File: config.mk
export PLATFORM = sky130hd
export DESIGN_NAME = hazard_stall_unit_flat
export DESIGN_NICKNAME = d
export VERILOG_FILES = /design/src/rtl/hazard_stall_unit_pkg.sv /design/src/rtl/hazard_stall_unit_if.sv /design/src/rtl/hazard_stall_unit_sat_counter.sv /design/src/rtl/hazard_stall_unit.sv /design/src/flat_wrapper.sv
export SDC_FILE = /design/constraint.sdc
export NUM_CORES = 1
export LEC_CHECK = 0
export CAP_MARGIN = 20
export CORE_MARGIN = 2
export CORE_UTILIZATION = 47
export CTS_BUF_LIST = sky130_fd_sc_hd__clkbuf_8
export CTS_CLUSTER_SIZE = 20
export DETAILED_ROUTE_END_ITERATION = 6
export PLACE_DENSITY = 0.82
export SETUP_SLACK_MARGIN = 0.15
export SLEW_MARGIN = 20
export SYNTH_ARGS = -nofsm -noshare
export SYNTH_HDL_FRONTEND = slang
export SYNTH_SLANG_ARGS = --single-unit
export TNS_END_PERCENT = 1
File: constraint.sdc
create_clock -name i_clk -period 3 [get_ports i_clk]
set_clock_uncertainty 0.1 [all_clocks]
set_input_delay 0.6 -clock i_clk [delete_from_list [all_inputs] [get_ports i_clk]]
set_output_delay 0.6 -clock i_clk [all_outputs]
set_load 0.005 [all_outputs]
File: src/rtl/hazard_stall_unit_pkg.sv
// Shared pipeline-control types and constants for the 5-stage CPU.
// Imported by the hazard stall unit, its interface and its bench.
package cpu_pipe_pkg;

    typedef enum logic {
        RUN     = 1'b0,
        MD_BUSY = 1'b1
    } hz_state_e;

    localparam int REG_W          = 5;
    localparam int MD_LATENCY_DEF = 4;
    localparam int STAT_W         = 16;

endpackage

File: src/rtl/hazard_stall_unit_if.sv
// Hazard-control bundle: ID/EX hazard inputs in, pipeline enables and stall statistic out.
// master is the hazard unit (producer of the PC write enable); slave is the pipeline.
interface hazard_stall_unit_if
    import cpu_pipe_pkg::*;
#(
    parameter int REG_W = cpu_pipe_pkg::REG_W
);
    logic [REG_W-1:0]  i_id_rs;
    logic [REG_W-1:0]  i_id_rt;
    logic              i_id_uses_rt;
    logic              i_id_is_md;
    logic              i_ex_mem_read;
    logic [REG_W-1:0]  i_ex_rt;
    logic              i_ex_branch_taken;
    logic              i_stat_clr;

    logic              o_pc_write;
    logic              o_if_id_write;
    logic              o_if_id_flush;
    logic              o_id_ex_write;
    logic              o_id_ex_bubble;
    logic              o_ex_mem_bubble;
    logic [STAT_W-1:0] o_stall_cycles;

    modport master (
        input  i_id_rs, i_id_rt, i_id_uses_rt, i_id_is_md,
               i_ex_mem_read, i_ex_rt, i_ex_branch_taken, i_stat_clr,
        output o_pc_write, o_if_id_write, o_if_id_flush, o_id_ex_write,
               o_id_ex_bubble, o_ex_mem_bubble, o_stall_cycles
    );

    modport slave (
        output i_id_rs, i_id_rt, i_id_uses_rt, i_id_is_md,
               i_ex_mem_read, i_ex_rt, i_ex_branch_taken, i_stat_clr,
        input  o_pc_write, o_if_id_write, o_if_id_flush, o_id_ex_write,
               o_id_ex_bubble, o_ex_mem_bubble, o_stall_cycles
    );

endinterface

File: src/rtl/hazard_stall_unit_sat_counter.sv
// Width-parameterized up-counter with synchronous clear, enable and saturation at all-ones.
module sat_counter #(
    parameter int W = 16
) (
    input  logic         i_clk,
    input  logic         i_rst_n,
    input  logic         i_clr,
    input  logic         i_en,
    output logic [W-1:0] o_count
);

    always_ff @(posedge i_clk or negedge i_rst_n) begin
        if (!i_rst_n) begin
            o_count <= '0;
        end else if (i_clr) begin
            o_count <= '0;
        end else if (i_en && (o_count != {W{1'b1}})) begin
            o_count <= o_count + W'(1);
        end
    end

endmodule

File: src/rtl/hazard_stall_unit.sv
// Pipeline hazard controller: load-use stall, counted mul/div occupancy stall, branch flush.
//   state   | meaning
//   RUN     | normal flow; branch flush, load-use stall or mul/div acceptance decided per cycle
//   MD_BUSY | mul/div occupies EX; front end frozen, EX/MEM gets bubbles until cnt hits 1
module hazard_stall_unit
    import cpu_pipe_pkg::*;
#(
    parameter int MD_LATENCY = MD_LATENCY_DEF,
    parameter int REG_W      = cpu_pipe_pkg::REG_W
) (
    input  logic                i_clk,
    input  logic                i_rst_n,
    hazard_stall_unit_if.master hif
);

    localparam logic [3:0] CNT_LOAD = 4'(MD_LATENCY - 1);

    hz_state_e        state;
    logic [3:0]       cnt;
    logic [REG_W-1:0] id_rs;
    logic [REG_W-1:0] id_rt;
    logic [REG_W-1:0] ex_rt;
    logic             lu;
    logic             md_enter;

    logic pc_write;
    logic if_id_write;
    logic if_id_flush;
    logic id_ex_write;
    logic id_ex_bubble;
    logic ex_mem_bubble;

    assign id_rs = hif.i_id_rs;
    assign id_rt = hif.i_id_rt;
    assign ex_rt = hif.i_ex_rt;

    assign lu = hif.i_ex_mem_read && (ex_rt != '0) &&
                ((ex_rt == id_rs) || (hif.i_id_uses_rt && (ex_rt == id_rt)));

    // Branch outranks load-use, which outranks mul/div acceptance; a single-cycle op never stalls.
    assign md_enter = (state == RUN) && !hif.i_ex_branch_taken && !lu &&
                      hif.i_id_is_md && (MD_LATENCY > 1);

    always_comb begin
        pc_write      = 1'b1;
        if_id_write   = 1'b1;
        if_id_flush   = 1'b0;
        id_ex_write   = 1'b1;
        id_ex_bubble  = 1'b0;
        ex_mem_bubble = 1'b0;
        if (state == MD_BUSY) begin
            pc_write      = 1'b0;
            if_id_write   = 1'b0;
            id_ex_write   = 1'b0;
            ex_mem_bubble = 1'b1;
        end else if (hif.i_ex_branch_taken) begin
            if_id_flush  = 1'b1;
            id_ex_bubble = 1'b1;
        end else if (lu) begin
            pc_write     = 1'b0;
            if_id_write  = 1'b0;
            id_ex_bubble = 1'b1;
        end
    end

    always_ff @(posedge i_clk or negedge i_rst_n) begin
        if (!i_rst_n) begin
            state <= RUN;
            cnt   <= '0;
        end else begin
            case (state)
                RUN: begin
                    if (md_enter) begin
                        state <= MD_BUSY;
                        cnt   <= CNT_LOAD;
                    end
                end
                MD_BUSY: begin
                    if (cnt == 4'd1) begin
                        state <= RUN;
                        cnt   <= '0;
                    end else begin
                        cnt <= cnt - 4'd1;
                    end
                end
                default: begin
                    state <= RUN;
                    cnt   <= '0;
                end
            endcase
        end
    end

    assign hif.o_pc_write      = pc_write;
    assign hif.o_if_id_write   = if_id_write;
    assign hif.o_if_id_flush   = if_id_flush;
    assign hif.o_id_ex_write   = id_ex_write;
    assign hif.o_id_ex_bubble  = id_ex_bubble;
    assign hif.o_ex_mem_bubble = ex_mem_bubble;

    sat_counter #(
        .W (STAT_W)
    ) u_stall_stat (
        .i_clk   (i_clk),
        .i_rst_n (i_rst_n),
        .i_clr   (hif.i_stat_clr),
        .i_en    (!pc_write),
        .o_count (hif.o_stall_cycles)
    );

endmodule

File: src/flat_wrapper.sv
// flat-port wrapper written by rule: the top's interface ports become plain ports
module hazard_stall_unit_flat import cpu_pipe_pkg::*;
#(
    parameter int MD_LATENCY = MD_LATENCY_DEF,
    parameter int REG_W      = cpu_pipe_pkg::REG_W
)
  (i_clk, i_rst_n, hif_i_id_rs, hif_i_id_rt, hif_i_id_uses_rt, hif_i_id_is_md, hif_i_ex_mem_read, hif_i_ex_rt, hif_i_ex_branch_taken, hif_i_stat_clr, hif_o_pc_write, hif_o_if_id_write, hif_o_if_id_flush, hif_o_id_ex_write, hif_o_id_ex_bubble, hif_o_ex_mem_bubble, hif_o_stall_cycles);
  hazard_stall_unit_if #(.REG_W(REG_W)) hif_i ();
  input  logic i_clk;
  input  logic i_rst_n;
  input wire logic [$bits(hif_i.i_id_rs)-1:0] hif_i_id_rs;
  input wire logic [$bits(hif_i.i_id_rt)-1:0] hif_i_id_rt;
  input wire logic [$bits(hif_i.i_id_uses_rt)-1:0] hif_i_id_uses_rt;
  input wire logic [$bits(hif_i.i_id_is_md)-1:0] hif_i_id_is_md;
  input wire logic [$bits(hif_i.i_ex_mem_read)-1:0] hif_i_ex_mem_read;
  input wire logic [$bits(hif_i.i_ex_rt)-1:0] hif_i_ex_rt;
  input wire logic [$bits(hif_i.i_ex_branch_taken)-1:0] hif_i_ex_branch_taken;
  input wire logic [$bits(hif_i.i_stat_clr)-1:0] hif_i_stat_clr;
  output wire logic [$bits(hif_i.o_pc_write)-1:0] hif_o_pc_write;
  output wire logic [$bits(hif_i.o_if_id_write)-1:0] hif_o_if_id_write;
  output wire logic [$bits(hif_i.o_if_id_flush)-1:0] hif_o_if_id_flush;
  output wire logic [$bits(hif_i.o_id_ex_write)-1:0] hif_o_id_ex_write;
  output wire logic [$bits(hif_i.o_id_ex_bubble)-1:0] hif_o_id_ex_bubble;
  output wire logic [$bits(hif_i.o_ex_mem_bubble)-1:0] hif_o_ex_mem_bubble;
  output wire logic [$bits(hif_i.o_stall_cycles)-1:0] hif_o_stall_cycles;
  assign hif_i.i_id_rs = hif_i_id_rs;
  assign hif_i.i_id_rt = hif_i_id_rt;
  assign hif_i.i_id_uses_rt = hif_i_id_uses_rt;
  assign hif_i.i_id_is_md = hif_i_id_is_md;
  assign hif_i.i_ex_mem_read = hif_i_ex_mem_read;
  assign hif_i.i_ex_rt = hif_i_ex_rt;
  assign hif_i.i_ex_branch_taken = hif_i_ex_branch_taken;
  assign hif_i.i_stat_clr = hif_i_stat_clr;
  assign hif_o_pc_write = hif_i.o_pc_write;
  assign hif_o_if_id_write = hif_i.o_if_id_write;
  assign hif_o_if_id_flush = hif_i.o_if_id_flush;
  assign hif_o_id_ex_write = hif_i.o_id_ex_write;
  assign hif_o_id_ex_bubble = hif_i.o_id_ex_bubble;
  assign hif_o_ex_mem_bubble = hif_i.o_ex_mem_bubble;
  assign hif_o_stall_cycles = hif_i.o_stall_cycles;
  hazard_stall_unit #(.MD_LATENCY(MD_LATENCY), .REG_W(REG_W)) u_core (.i_clk(i_clk), .i_rst_n(i_rst_n), .hif(hif_i));
endmodule
==> run metrics <==
placer congestion estimate 0.820; Worst R2R Path Depth 7; area of the mapped netlist 1280 um^2; Worst Setup End Kind register; hold_sp u_core.cnt[0]; clock period minus worst slack 2.75 ns; Post-synth EDFFs 0; WL/cell 14.5 um; worst vdd ir 0.399 mV; clk_lat worst skew 0.26 ns; global route overflow 0; Post-DP Area 1790 um^2; sort of element at the start of the critical path input port; total of warnings raised by yosys 0; syn avg cell area 8.61 um^2; slew at the pin with the worst max-slew slack 0.758 ns; part of the Yosys area used for sequential elements 41.0%; power per unit of standard cell area 512 nW/um^2; final setup violating endpoints 0; leakage power total 0.000853 uW; #FFs+latches synth 21; die height 56.2 um; Net Count, Synth 174; Starting Density 50.8%; largest cells by area after synthesis sky130_fd_sc_hd__dfrtp_1, sky130_fd_sc_hd__xnor2_1, sky130_fd_sc_hd__nor2_1; Critical R2R Capture u_core.u_stall_stat.o_count[14]; clock tree root buffer cell sky130_fd_sc_hd__clkbuf_8; count of max-cap constraint violations 0; number of buffers inserted by hold repair at cts 0; share of the synthesized area in the top cell type 41.0%; number of I/O pins 44; global routing usage summed across all routing layers 21.4%; area of the core 2520 um^2; number of antenna violations at the first check in global routing 0; setup repair after global routing missed its margin no; maximum number of pins on one net before global-route repair 22; clock net sink count 21; maximum clock rate 0.363 GHz; number of cells produced by synthesis 149; Worst Setup Slack, final 0.247 ns; Max-slew headroom 49.3%; worst path required time 3.10 ns; H-Tree Depth 1; via count 1229; worst-case clock buffer depth 2; launch instance of the worst register-to-register path u_core.u_stall_stat.o_count[2]; Setup CP Type input port to register; Cell variety after synth 35; width of the chip 56.2 um; placed wire-length estimate after detailed placement 2430 um; post-synthesis cell type with the largest combined area sky130_fd_sc_hd__dfrtp_1; number of design rule violations left after detail routing 0; number of cells in the finished layout apart from fillers 230; worst-case register-to-register setup slack 0.45 ns; via-per-instance ratio 5.34; CTS buffer count 3; Die ar. 3160 um^2; Final Slew Violations 0; post-route antenna net violation count 0; capture endpoint of the worst hold path u_core.cnt[0]; Data arrival, critical path 2.85 ns; Worst Setup Slack post-DPL -0.316 ns; share of synthesized registers carrying an async set or reset 100%; Hold Path Cell Cnt 1; list of most frequent post-synthesis cells sky130_fd_sc_hd__dfrtp_1, sky130_fd_sc_hd__nor2_1, sky130_fd_sc_hd__nand2_1; post-layout power 966 uW; TritonCTS clock tree done; wire length of the first global-routing pass 5450 um; Final nets 226; area added between synthesis and finish 47.2%; endpoints failing hold 0; vias in the first global route 1228; number of antenna cells inserted 0; Placed Instances 224; share of the clock period used by the worst path after layout 91.8%; # rows 18; clock edge transition at the registers on the reported setup and hold paths 0.07 ns; Starting DRT DRC Count 34; final std cell area, no fill 1890 um^2; DR pass1 iterations 5; prevailing post-synth register cell sky130_fd_sc_hd__dfrtp_1; class of the worst hold path register to register; fill count 190; sum of negative setup slack 0 ns; maximum net fanout on the critical path 6; layout cells sized above 1 12.5%; Buffers on Ports 43; run status finished, final reports clean; total wire length after detailed routing 3340 um
## worst max-delay path, cell delays in order
cell and delay [ns]:
sky130_fd_sc_hd__clkdlybuf4s50_1 0.42, sky130_fd_sc_hd__xor2_1 0.15, sky130_fd_sc_hd__nor3_1 0.20, sky130_fd_sc_hd__a32oi_1 0.11, sky130_fd_sc_hd__o31a_1 0.32, sky130_fd_sc_hd__buf_4 0.15
sky130_fd_sc_hd__or2_4 0.28, sky130_fd_sc_hd__or4_4 0.49, sky130_fd_sc_hd__a21oi_2 0.13
## kinds of logic (layout without fill, tap and decap cells)
group | count (synthesis) | after routing | share of synthesized area, %
simple gates | 74 | 74 | 28.2
mux | 2 | 2 | 1.76
fa+ha+maj | 3 | 3 | 2.93
buf+inv | 13 | 64 | 4.10
flops | 21 | 21 | 41.0
xor+xnor | 21 | 21 | 14.3
compound gates | 15 | 15 | 7.71
## timing repair
| item | in CTS | in global routing |
|---|---|---|
| setup endpoints to repair | 7 | 11 |
| pin swaps | 6 | 7 |
| endpoints found under the hold margin | 0 | 0 |
| gates resized for setup | 15 | 13 |
| buffers inserted | 1 | 1 |
## routing by layer
| metal | global-route usage, % | routed length [um] |
|---|---|---|
| met1 | 25.4 | 1370 |
| met3 | 5.81 | 204 |
| met2 | 38.8 | 1730 |
| met4 | 3.40 | 22 |
| met5 | 0 | 0 |
## power by group
group / internal (uW) / switching (uW) / total, uW / leakage, uW
registers: 324 / 46.4 / 371 / 0.000282
logic: 214 / 198 / 412 / 0.000544
clock network: 91.4 / 92.5 / 184 / 0.0000269
## how the worst max path moves through the flow
stage / start / slack (ns) / to
final: hif_i_id_rs[4] / 0.25 / u_core.u_stall_stat.o_count[11]
after global routing: hif_i_ex_rt[3] / 0.16 / u_core.u_stall_stat.o_count[11]
after CTS: hif_i_ex_rt[0] / 0.07 / hif_o_pc_write
after detailed placement: hif_i_ex_rt[4] / -0.32 / u_core.u_stall_stat.o_count[14]
after global placement: hif_i_ex_rt[4] / -0.27 / u_core.u_stall_stat.o_count[11]
after floorplan: hif_i_ex_rt[0] / 0.33 / hif_o_pc_write
## flip-flops by register name (all words and copies together) (netlist names)
signal / flops
u_core.cnt: 4
u_core.state: 1
u_core.u_stall_stat.o_count: 16
## layout by cell type, fill, tap and decap left out, types with 2 or more instances in the layout
cell                              synthesis  routed
sky130_fd_sc_hd__clkbuf_8                 0       3
sky130_fd_sc_hd__inv_1                    5       6
sky130_fd_sc_hd__nand4_1                  5       5
sky130_fd_sc_hd__buf_2                    0       2
sky130_fd_sc_hd__clkdlybuf4s50_1          0      31
sky130_fd_sc_hd__nor2_1                  21      21
sky130_fd_sc_hd__ha_1                     3       3
sky130_fd_sc_hd__nor2b_1                  3       3
sky130_fd_sc_hd__a21oi_1                  3       2
sky130_fd_sc_hd__nand2_1                 13      13
sky130_fd_sc_hd__xnor2_1                 12      12
sky130_fd_sc_hd__dfrtp_1                 21      21
sky130_fd_sc_hd__or4_4                    0       2
sky130_fd_sc_hd__and3_1                   2       2
sky130_fd_sc_hd__dlymetal6s2s_1           0       8
sky130_fd_sc_hd__xor2_1                   9       9
sky130_fd_sc_hd__nor3_1                  12      12
sky130_fd_sc_hd__o21ai_0                  4       3
sky130_fd_sc_hd__nand3_1                  8       8
sky130_fd_sc_hd__buf_4                    1      12
## final cells by class
| cell class | count | area [um^2] | area share [%] |
|---|---|---|---|
| clock buffer | 3 | 41.3 | 2.19 |
| clock inverter | 1 | 3.75 | 0.199 |
| inverter | 5 | 18.8 | 0.994 |
| multi-input combinational | 115 | 737 | 39.0 |
| sequential | 21 | 526 | 27.8 |
| tap | 30 | 37.5 | 1.99 |
| timing repair buffer | 55 | 524 | 27.8 |
## through the flow
stage,util [%],hold WS [ns]
3_5_place_dp,71.0,0.417
2_1_floorplan,-,0.204
6_report,74.9,0.433
5_1_grt,74.9,0.483
4_1_cts,73.6,0.434
3_3_place_gp,71.0,0.408
Note: power is estimated with default switching activity, not from simulation.
